**src/rtl/md5_pkg.sv**
```systemverilog
// MD5 constants, schedule helpers and FSM state type
// shared by the compression core and its step datapath.
package md5_pkg;

  typedef enum logic [1:0] {
    IDLE,
    RUN,
    DONE
  } state_t;

  localparam logic [31:0] INIT_A = 32'h67452301;
  localparam logic [31:0] INIT_B = 32'hefcdab89;
  localparam logic [31:0] INIT_C = 32'h98badcfe;
  localparam logic [31:0] INIT_D = 32'h10325476;

  localparam logic [31:0] K [64] = '{
    32'hd76aa478, 32'he8c7b756, 32'h242070db, 32'hc1bdceee,
    32'hf57c0faf, 32'h4787c62a, 32'ha8304613, 32'hfd469501,
    32'h698098d8, 32'h8b44f7af, 32'hffff5bb1, 32'h895cd7be,
    32'h6b901122, 32'hfd987193, 32'ha679438e, 32'h49b40821,
    32'hf61e2562, 32'hc040b340, 32'h265e5a51, 32'he9b6c7aa,
    32'hd62f105d, 32'h02441453, 32'hd8a1e681, 32'he7d3fbc8,
    32'h21e1cde6, 32'hc33707d6, 32'hf4d50d87, 32'h455a14ed,
    32'ha9e3e905, 32'hfcefa3f8, 32'h676f02d9, 32'h8d2a4c8a,
    32'hfffa3942, 32'h8771f681, 32'h6d9d6122, 32'hfde5380c,
    32'ha4beea44, 32'h4bdecfa9, 32'hf6bb4b60, 32'hbebfbc70,
    32'h289b7ec6, 32'heaa127fa, 32'hd4ef3085, 32'h04881d05,
    32'hd9d4d039, 32'he6db99e5, 32'h1fa27cf8, 32'hc4ac5665,
    32'hf4292244, 32'h432aff97, 32'hab9423a7, 32'hfc93a039,
    32'h655b59c3, 32'h8f0ccc92, 32'hffeff47d, 32'h85845dd1,
    32'h6fa87e4f, 32'hfe2ce6e0, 32'ha3014314, 32'h4e0811a1,
    32'hf7537e82, 32'hbd3af235, 32'h2ad7d2bb, 32'heb86d391
  };

  localparam logic [4:0] S_TAB [4][4] = '{
    '{5'd7, 5'd12, 5'd17, 5'd22},
    '{5'd5, 5'd9,  5'd14, 5'd20},
    '{5'd4, 5'd11, 5'd16, 5'd23},
    '{5'd6, 5'd10, 5'd15, 5'd21}
  };

  // 4-bit arithmetic gives the mod-16 wrap for free
  function automatic logic [3:0] msg_idx(input logic [5:0] j);
    logic [3:0] jl;
    logic [3:0] g;
    jl = j[3:0];
    unique case (j[5:4])
      2'd0:    g = jl;
      2'd1:    g = jl * 4'd5 + 4'd1;
      2'd2:    g = jl * 4'd3 + 4'd5;
      default: g = jl * 4'd7;
    endcase
    return g;
  endfunction

  function automatic logic [31:0] rotl32(
    input logic [31:0] x,
    input logic [4:0]  s
  );
    return (x << s) | (x >> (6'd32 - {1'b0, s}));
  endfunction

endpackage

```
**src/rtl/md5_step.sv**
```systemverilog
// One combinational MD5 step: round function, schedule,
// rotate and register rotation of A..D.
module md5_step
  import md5_pkg::*;
(
  input  logic [31:0]  a,
  input  logic [31:0]  b,
  input  logic [31:0]  c,
  input  logic [31:0]  d,
  input  logic [5:0]   j,
  input  logic [511:0] m,
  output logic [31:0]  a_n,
  output logic [31:0]  b_n,
  output logic [31:0]  c_n,
  output logic [31:0]  d_n
);

  logic [1:0]  r;
  logic [3:0]  g;
  logic [31:0] f;
  logic [31:0] w;
  logic [31:0] t;

  assign r = j[5:4];
  assign g = msg_idx(j);
  assign w = m[{g, 5'd0} +: 32];

  always_comb begin
    f = '0;
    unique case (r)
      2'd0:    f = (b & c) | (~b & d);
      2'd1:    f = (b & d) | (c & ~d);
      2'd2:    f = b ^ c ^ d;
      default: f = c ^ (b | ~d);
    endcase
  end

  assign t   = a + f + K[j] + w;
  assign b_n = b + rotl32(t, S_TAB[r][j[1:0]]);
  assign a_n = d;
  assign c_n = b;
  assign d_n = c;

endmodule

```
**src/rtl/md5_compress_core.sv**
```systemverilog
// MD5 compression of one 512-bit block, STEPS_PER_CYC steps
// per clock, valid/ready on input and digest output.
module md5_compress_core
  import md5_pkg::*;
#(
  parameter int N             = 32,
  parameter int STEPS_PER_CYC = 1
) (
  input  logic         clk_i,
  input  logic         rst_i,
  input  logic         in_valid_i,
  output logic         in_ready_o,
  input  logic [511:0] msg_i,
  input  logic [127:0] chain_i,
  output logic         out_valid_o,
  input  logic         out_ready_i,
  output logic [127:0] digest_o,
  output logic         busy_o
);

  localparam int CYCLES = 64 / STEPS_PER_CYC;
  localparam logic [5:0] J_INC  = 6'(STEPS_PER_CYC);
  localparam logic [5:0] J_LAST = 6'((CYCLES - 1) * STEPS_PER_CYC);

  if (N != 32) begin : g_bad_n
    $error("md5_compress_core: N must be 32");
  end
  if (STEPS_PER_CYC != 1 && STEPS_PER_CYC != 2 &&
      STEPS_PER_CYC != 4) begin : g_bad_s
    $error("md5_compress_core: STEPS_PER_CYC must be 1, 2 or 4");
  end

  state_t         state;
  state_t         state_n;
  logic [5:0]     j_q;
  logic [511:0]   m_q;
  logic [127:0]   chain_q;
  logic [127:0]   digest_q;
  logic [31:0]    a_q, b_q, c_q, d_q;
  logic           accept;
  logic           last;

  logic [STEPS_PER_CYC:0][31:0] sa, sb, sc, sd;

  assign sa[0] = a_q;
  assign sb[0] = b_q;
  assign sc[0] = c_q;
  assign sd[0] = d_q;

  for (genvar i = 0; i < STEPS_PER_CYC; i++) begin : g_step
    md5_step u_step (
      .a   (sa[i]),
      .b   (sb[i]),
      .c   (sc[i]),
      .d   (sd[i]),
      .j   (j_q + 6'(i)),
      .m   (m_q),
      .a_n (sa[i+1]),
      .b_n (sb[i+1]),
      .c_n (sc[i+1]),
      .d_n (sd[i+1])
    );
  end

  assign accept = (state == IDLE) && in_valid_i;
  assign last   = (state == RUN) && (j_q == J_LAST);

  always_ff @(posedge clk_i or posedge rst_i) begin
    if (rst_i) state <= IDLE;
    else       state <= state_n;
  end

  always_comb begin
    state_n = state;
    unique case (state)
      IDLE:    if (in_valid_i)  state_n = RUN;
      RUN:     if (last)        state_n = DONE;
      DONE:    if (out_ready_i) state_n = IDLE;
      default: state_n = IDLE;
    endcase
  end

  always_ff @(posedge clk_i or posedge rst_i) begin
    if (rst_i) begin
      j_q      <= '0;
      m_q      <= '0;
      chain_q  <= '0;
      digest_q <= '0;
      a_q      <= '0;
      b_q      <= '0;
      c_q      <= '0;
      d_q      <= '0;
    end else if (accept) begin
      m_q     <= msg_i;
      chain_q <= chain_i;
      a_q     <= chain_i[31:0];
      b_q     <= chain_i[63:32];
      c_q     <= chain_i[95:64];
      d_q     <= chain_i[127:96];
      j_q     <= '0;
    end else if (state == RUN) begin
      a_q <= sa[STEPS_PER_CYC];
      b_q <= sb[STEPS_PER_CYC];
      c_q <= sc[STEPS_PER_CYC];
      d_q <= sd[STEPS_PER_CYC];
      // 6-bit counter wraps to 0 on the final increment
      j_q <= j_q + J_INC;
      if (last) begin
        digest_q <= {chain_q[127:96] + sd[STEPS_PER_CYC],
                     chain_q[95:64]  + sc[STEPS_PER_CYC],
                     chain_q[63:32]  + sb[STEPS_PER_CYC],
                     chain_q[31:0]   + sa[STEPS_PER_CYC]};
      end
    end
  end

  assign in_ready_o  = (state == IDLE);
  assign out_valid_o = (state == DONE);
  assign busy_o      = (state != IDLE);
  assign digest_o    = digest_q;

endmodule

```
**config.mk**
```make
export PLATFORM = sky130hd
export DESIGN_NAME = md5_compress_core
export DESIGN_NICKNAME = d
export VERILOG_FILES = /design/src/rtl/md5_pkg.sv /design/src/rtl/md5_step.sv /design/src/rtl/md5_compress_core.sv
export SDC_FILE = /design/constraint.sdc
export NUM_CORES = 2
export LEC_CHECK = 0
export CAP_MARGIN = 20
export CORE_MARGIN = 1.5
export CORE_UTILIZATION = 45
export CTS_CLUSTER_SIZE = 40
export DETAILED_ROUTE_END_ITERATION = 16
export HOLD_SLACK_MARGIN = 0.05
export PLACE_DENSITY_LB_ADDON = 0.1
export SYNTH_ARGS = -nofsm -noshare
export SYNTH_HDL_FRONTEND = slang
export SYNTH_SLANG_ARGS = --single-unit
```
**constraint.sdc**
```tcl
create_clock -name clk_i -period 68.9 [get_ports clk_i]
set_input_delay 20.67 -clock clk_i [delete_from_list [all_inputs] [get_ports clk_i]]
set_output_delay 20.67 -clock clk_i [all_outputs]
set_load 0.01 [all_outputs]
```
* Word level (Yosys, flattened, before mapping)
Memories as Yosys holds them, arrays and structs flattened.
Index checks and enable logic that the tools add are counted.
** Storage, ports and cells
- Register bits after elaboration :: 904
- Bits in read-only memories :: 2048
- Input bits :: 644
- Output and inout port bits :: 131
- Logic and storage cells :: 88
- Memories :: 1
** Memory list
- (name not given) :: depth 64, width 32, rd ports 1, clocked after memory_dff 0, write ports 0, line md5_step.sv:38 : assign t = a + f + K[j] + w;
** Operators by class
- Add/subtract/negate cells :: 12
- $mul :: 3
- Magnitude comparators :: 3
- Eq/ne operators :: 8
- Shift-type cells :: 3
- Muxes and demuxes :: 24
- Bitwise operators :: 17
- Reductions and logical operators :: 8
** Operator list (count)
- indexed part select 512 x 10 -> 32 bit :: 1
- 2-to-1 mux 32 bit :: 10
- adder 32 bit :: 8
- bitwise AND 32 bit :: 4
- OR 32 bit :: 4
- case mux 32 bit (3 select lines) :: 1
- bitwise XOR 32 bit :: 3
- inverter 32 bit :: 2
- binary-select mux 20 bit (select 2 bit) :: 1
- 2-to-1 mux 20 bit :: 2
- << shifter 32 x 5 -> 32 bit :: 1
- right shift 32 x 6 -> 32 bit :: 1
- 2-to-1 mux 6 bit :: 2
- case mux 4 bit (3 select lines) :: 1
- binary-select mux 5 bit (select 2 bit) :: 1
- 2-to-1 mux 5 bit :: 2
- multiplier 4 x 3 -> 4 bit, second input constant :: 2
- >= comparator 7 bit, second input constant :: 1
- inverter 6 -> 7 bit :: 1
- adder 6 x 1 -> 6 bit, second input constant :: 1
- == test 6 bit, second input constant :: 1
- >= comparator 3 bit, second input constant :: 2
- 2-to-1 mux 2 bit :: 3
- inverter 2 -> 3 bit :: 2
- other kinds (14) :: 21

* Logic depth before layout (Yosys ltp)
- Word-level depth :: 13
- Depth in mapped cells :: 60

* Modules after synthesis
From an unflattened synthesis, not the netlist that was laid out.
** Second synthesis, totals
- Cell total of the unflattened synthesis :: 7041
- Area, all modules :: 59373.2 sq um
** By module, submodules not included
- md5_compress_core :: instances 1, cells each 4475, area an instance 40383.7 sq um, sequential area each 22621.7 sq um
- md5_step :: instances 1, cells each 2566, area an instance 18989.5 sq um, sequential area each 0.0 sq um

* Worst setup path before layout
Ideal clock, no wire load.
- Path kind :: input port to flip-flop
- Start :: in in_valid_i
- End :: reg chain_q[61]
- Arrival :: 22090 ps
- Required time :: 68835 ps
- Slack :: 46745 ps
- Stages on the path :: 7
- Cell sequence :: and2_0 clkbuf_1 clkbuf_1 clkbuf_1 clkbuf_1 nand2_1 nand2_1
** On the way
- Longest elaborated chain between the ends :: 1
** Ends and longest elaborated chain
- start, declared :: line md5_compress_core.sv:11 : input logic in_valid_i,
- logical AND 1 bit :: line md5_compress_core.sv:65 : assign accept = (state == IDLE) && in_valid_i;
- end signal, assigned :: line md5_compress_core.sv:95 : chain_q <= chain_i;
- end, declared :: line md5_compress_core.sv:37 : logic [127:0] chain_q;
Every way passes these cells.
A chain may end at the register's enable or synchronous reset.

==> results.json <==
{
  "outcome": "complete, no violations",
  "drive_gt1_share_pct": 4.759,
  "crit_path_max_incr_delay_ns": 0.78,
  "firstDrtPassIters": 8,
  "core_um2": 129500,
  "port_buffers": 774,
  "grtUsageMet1_pct": 46.86,
  "synthDistinctLibCells": 104,
  "required_ns": 69.76,
  "cap_viol_max_count": 0,
  "synthFlopType": "dfrtp_1",
  "synth_edf_count": 0,
  "clock_latency_ns": 0.77,
  "slew_viol_final": 0,
  "htree_levels": 3,
  "grt-busiest-layer": "met2",
  "syn_avg_cell_area_um2": 7.731,
  "grt_overflow": 0,
  "critPathLaunchType": "input pin",
  "synthArstFlopShare_pct": 100.0,
  "die_h_um": 364.3,
  "arrival_ns": 25.38,
  "grt_max_degree": 193,
  "crit_type": "input pin to async pin",
  "setup_viol": 0,
  "synth_area_leaders": "dfrtp_1 (39%), nand2_1 (18%), ha_1 (4.7%)",
  "placementRows": 132,
  "gp_congestion": 0.9832,
  "met2_usage_pct": 56.92,
  "layout_commonest_cell": "nand2_1",
  "ys_warn_count": 0,
  "syn_area_um2": 58740,
  "cts_setup_buffers": 0,
  "syn2layout_area_growth_pct": 21.69,
  "fin_nets": 9008,
  "ant_nets": 0,
  "antenna_found_initial": 9,
  "end_kind": "async pin",
  "grt_pass1_wl_um": 353700,
  "gr-usage-met3_pct": 4.631,
  "routed_wl_um": 241700,
  "rsz0062_at_grt": "false",
  "fin_crit_ns": 24.52,
  "hold_violations": 0,
  "crit_family": "buffers and inverters",
  "drt-wirelength-per-cell_um": 24.40,
  "ys_ff_latch": 904,
  "path_cells": "clkdlybuf4s50_1 > inv_8 > buf_4 > buf_4 > buf_4 > buf_4 > buf_4 > buf_16",
  "synth.yosys.seq_area_share_pct": 38.51,
  "clock_sinks": 904,
  "synth_top_cell_area_share_pct": 38.51,
  "tightest_slew_ns": 1.126,
  "drtIter0Drc": 6010,
  "post_cts_resize_count": 0,
  "post-route-drc-count": 0,
  "hpwl_um": 179300,
  "cts_tree": "done",
  "synth_nets": 8532,
  "grt_pass1_vias": 55010,
  "initial_utilization_pct": 45.36,
  "slowest_stage": "buf_4",
  "fin_crit_sh_pct": 35.59,
  "root_buffer": "clkbuf_16",
  "clk_pin_slew_ns": 0.06,
  "layout_common_cells": "nand2_1 (2868), dfrtp_1 (899), clkdlybuf4s50_1 (774)",
  "cts_buffer_depth": 3,
  "critPathMaxFanout": 124,
  "skew_ns": 0.09928,
  "die_w_um": 364.3,
  "num-fill-cells": 12330,
  "hold_class": "flop to flop",
  "io_pins": 775,
  "maxSlewHeadroom_pct": 24.93,
  "drt-vias-per-instance": 5.772,
  "synth_top_area_cell": "dfrtp_1",
  "setup_tns_ns": 0,
  "syn_inst": 7598,
  "hold_buffers": 0,
  "path_buf_inv": 8,
  "cts_buffers": 102,
  "die_area_um2": 132700,
  "path_common_cell": "buf_4",
  "grtUsageTotal_pct": 35.64,
  "max_freq_mhz": 40.78,
  "vias": 57170
}
cell families (layout without fill, tap and decap cells):
logic type / Yosys count / in the layout / synth area share [%]
AO/OA/AOI/OAI: 1504 / 1504 / 16.51
XOR/XNOR: 217 / 217 / 3.259
adder cells (fa/ha/maj): 290 / 290 / 7.059
buffers and inverters: 720 / 1275 / 4.667
flip-flops: 904 / 904 / 38.51
multiplexers: 232 / 232 / 4.222
other: 0 / 10 / 0
AND/OR/NAND/NOR: 3731 / 3731 / 25.77
through the flow:
step | setup WS [ns] | hold slack (ns) | cell area (µm²) | std cells | utilization, %
after CTS | 43.18 | 0.4755 | 71320 | 9890 | 55.08
after global placement | 42.45 | 0.4542 | 67690 | 9706 | 52.28
after detailed placement | 42.41 | 0.4615 | 67690 | 9707 | 52.28
after floorplan | 22.82 | 0.4403 | 58740 | 7598 | -
after global routing | 43.73 | 0.4873 | 71470 | 9902 | 55.20
final | 44.38 | 0.4722 | 71480 | 9905 | 55.20
sequential cells by signal (all words and copies together) (netlist names):
name and cells:
c_q 32, digest_o 128, state 2, a_q 32, j_q 6, d_q 32, m_q 512, b_q 32
chain_q 128
worst reg2reg max path, delay by kind of cell, from the launching register on:
family                   cells  cell delay, ns
AO/OA/AOI/OAI               25            7.69
XOR/XNOR                     2            0.38
adder cells (fa/ha/maj)      7            2.59
buffers and inverters       10            3.51
flip-flops                   1            0.34
multiplexers                 1            0.16
AND/OR/NAND/NOR             12            1.69
cell usage after synthesis, types with 12 or more instances:
master	instances
o21a_1	32
xor2_1	98
buf_1	69
a21boi_0	32
and2_1	13
a311oi_1	103
fa_1	69
o221ai_1	12
buf_2	22
nand2b_1	56
a211oi_1	42
nand2_1	2869
o21ai_0	451
a22o_1	25
o22ai_1	23
o21ai_1	13
nand3_1	228
o31ai_1	33
or3_1	16
clkbuf_1	422
o21bai_1	19
a31oi_1	83
o211ai_1	46
mux2i_1	205
xnor2_1	118
a21oi_1	351
inv_1	201
a21o_1	84
nor3_1	97
nor4_1	24
nor2_1	270
nor2b_1	28
dfrtp_1	904
mux2_2	16
and3_1	83
ha_1	221
per-layer routing:
layer	wire length, µm	share of wire (%)
met5	0	0
met4	14570	6.0
met3	16160	6.7
met2	111300	46
met1	99710	41
worst paths after layout:
check                                   from           end  slack [ns]  cells past startpoint
worst max-delay path                   rst_i      m_q[353]       44.38                      8
worst min-delay path            digest_o[96]  digest_o[96]        0.47                      2
worst max register to register        j_q[4]  digest_o[63]       52.31                     57
worst min register to register  digest_o[96]  digest_o[96]        0.47                      2
max in group clk_i                in_valid_i      m_q[280]       44.81                      7
min in group asynchronous              rst_i      m_q[499]       20.47                      2
final cells by class:
class | count | area, µm² | area share, %
multi-input combinational | 5974 | 33490 | 46.86
sequential | 904 | 22640 | 31.67
timing repair buffer | 888 | 8743 | 12.23
clock buffer | 141 | 2950 | 4.128
tap | 1742 | 2180 | 3.049
inverter | 204 | 773.2 | 1.082
clock inverter | 42 | 679.4 | 0.9505
antenna | 10 | 25.02 | 0.03501
Power is not shown: default switching activity piles up to over one toggle a cycle in this logic, so the estimate is an artifact.
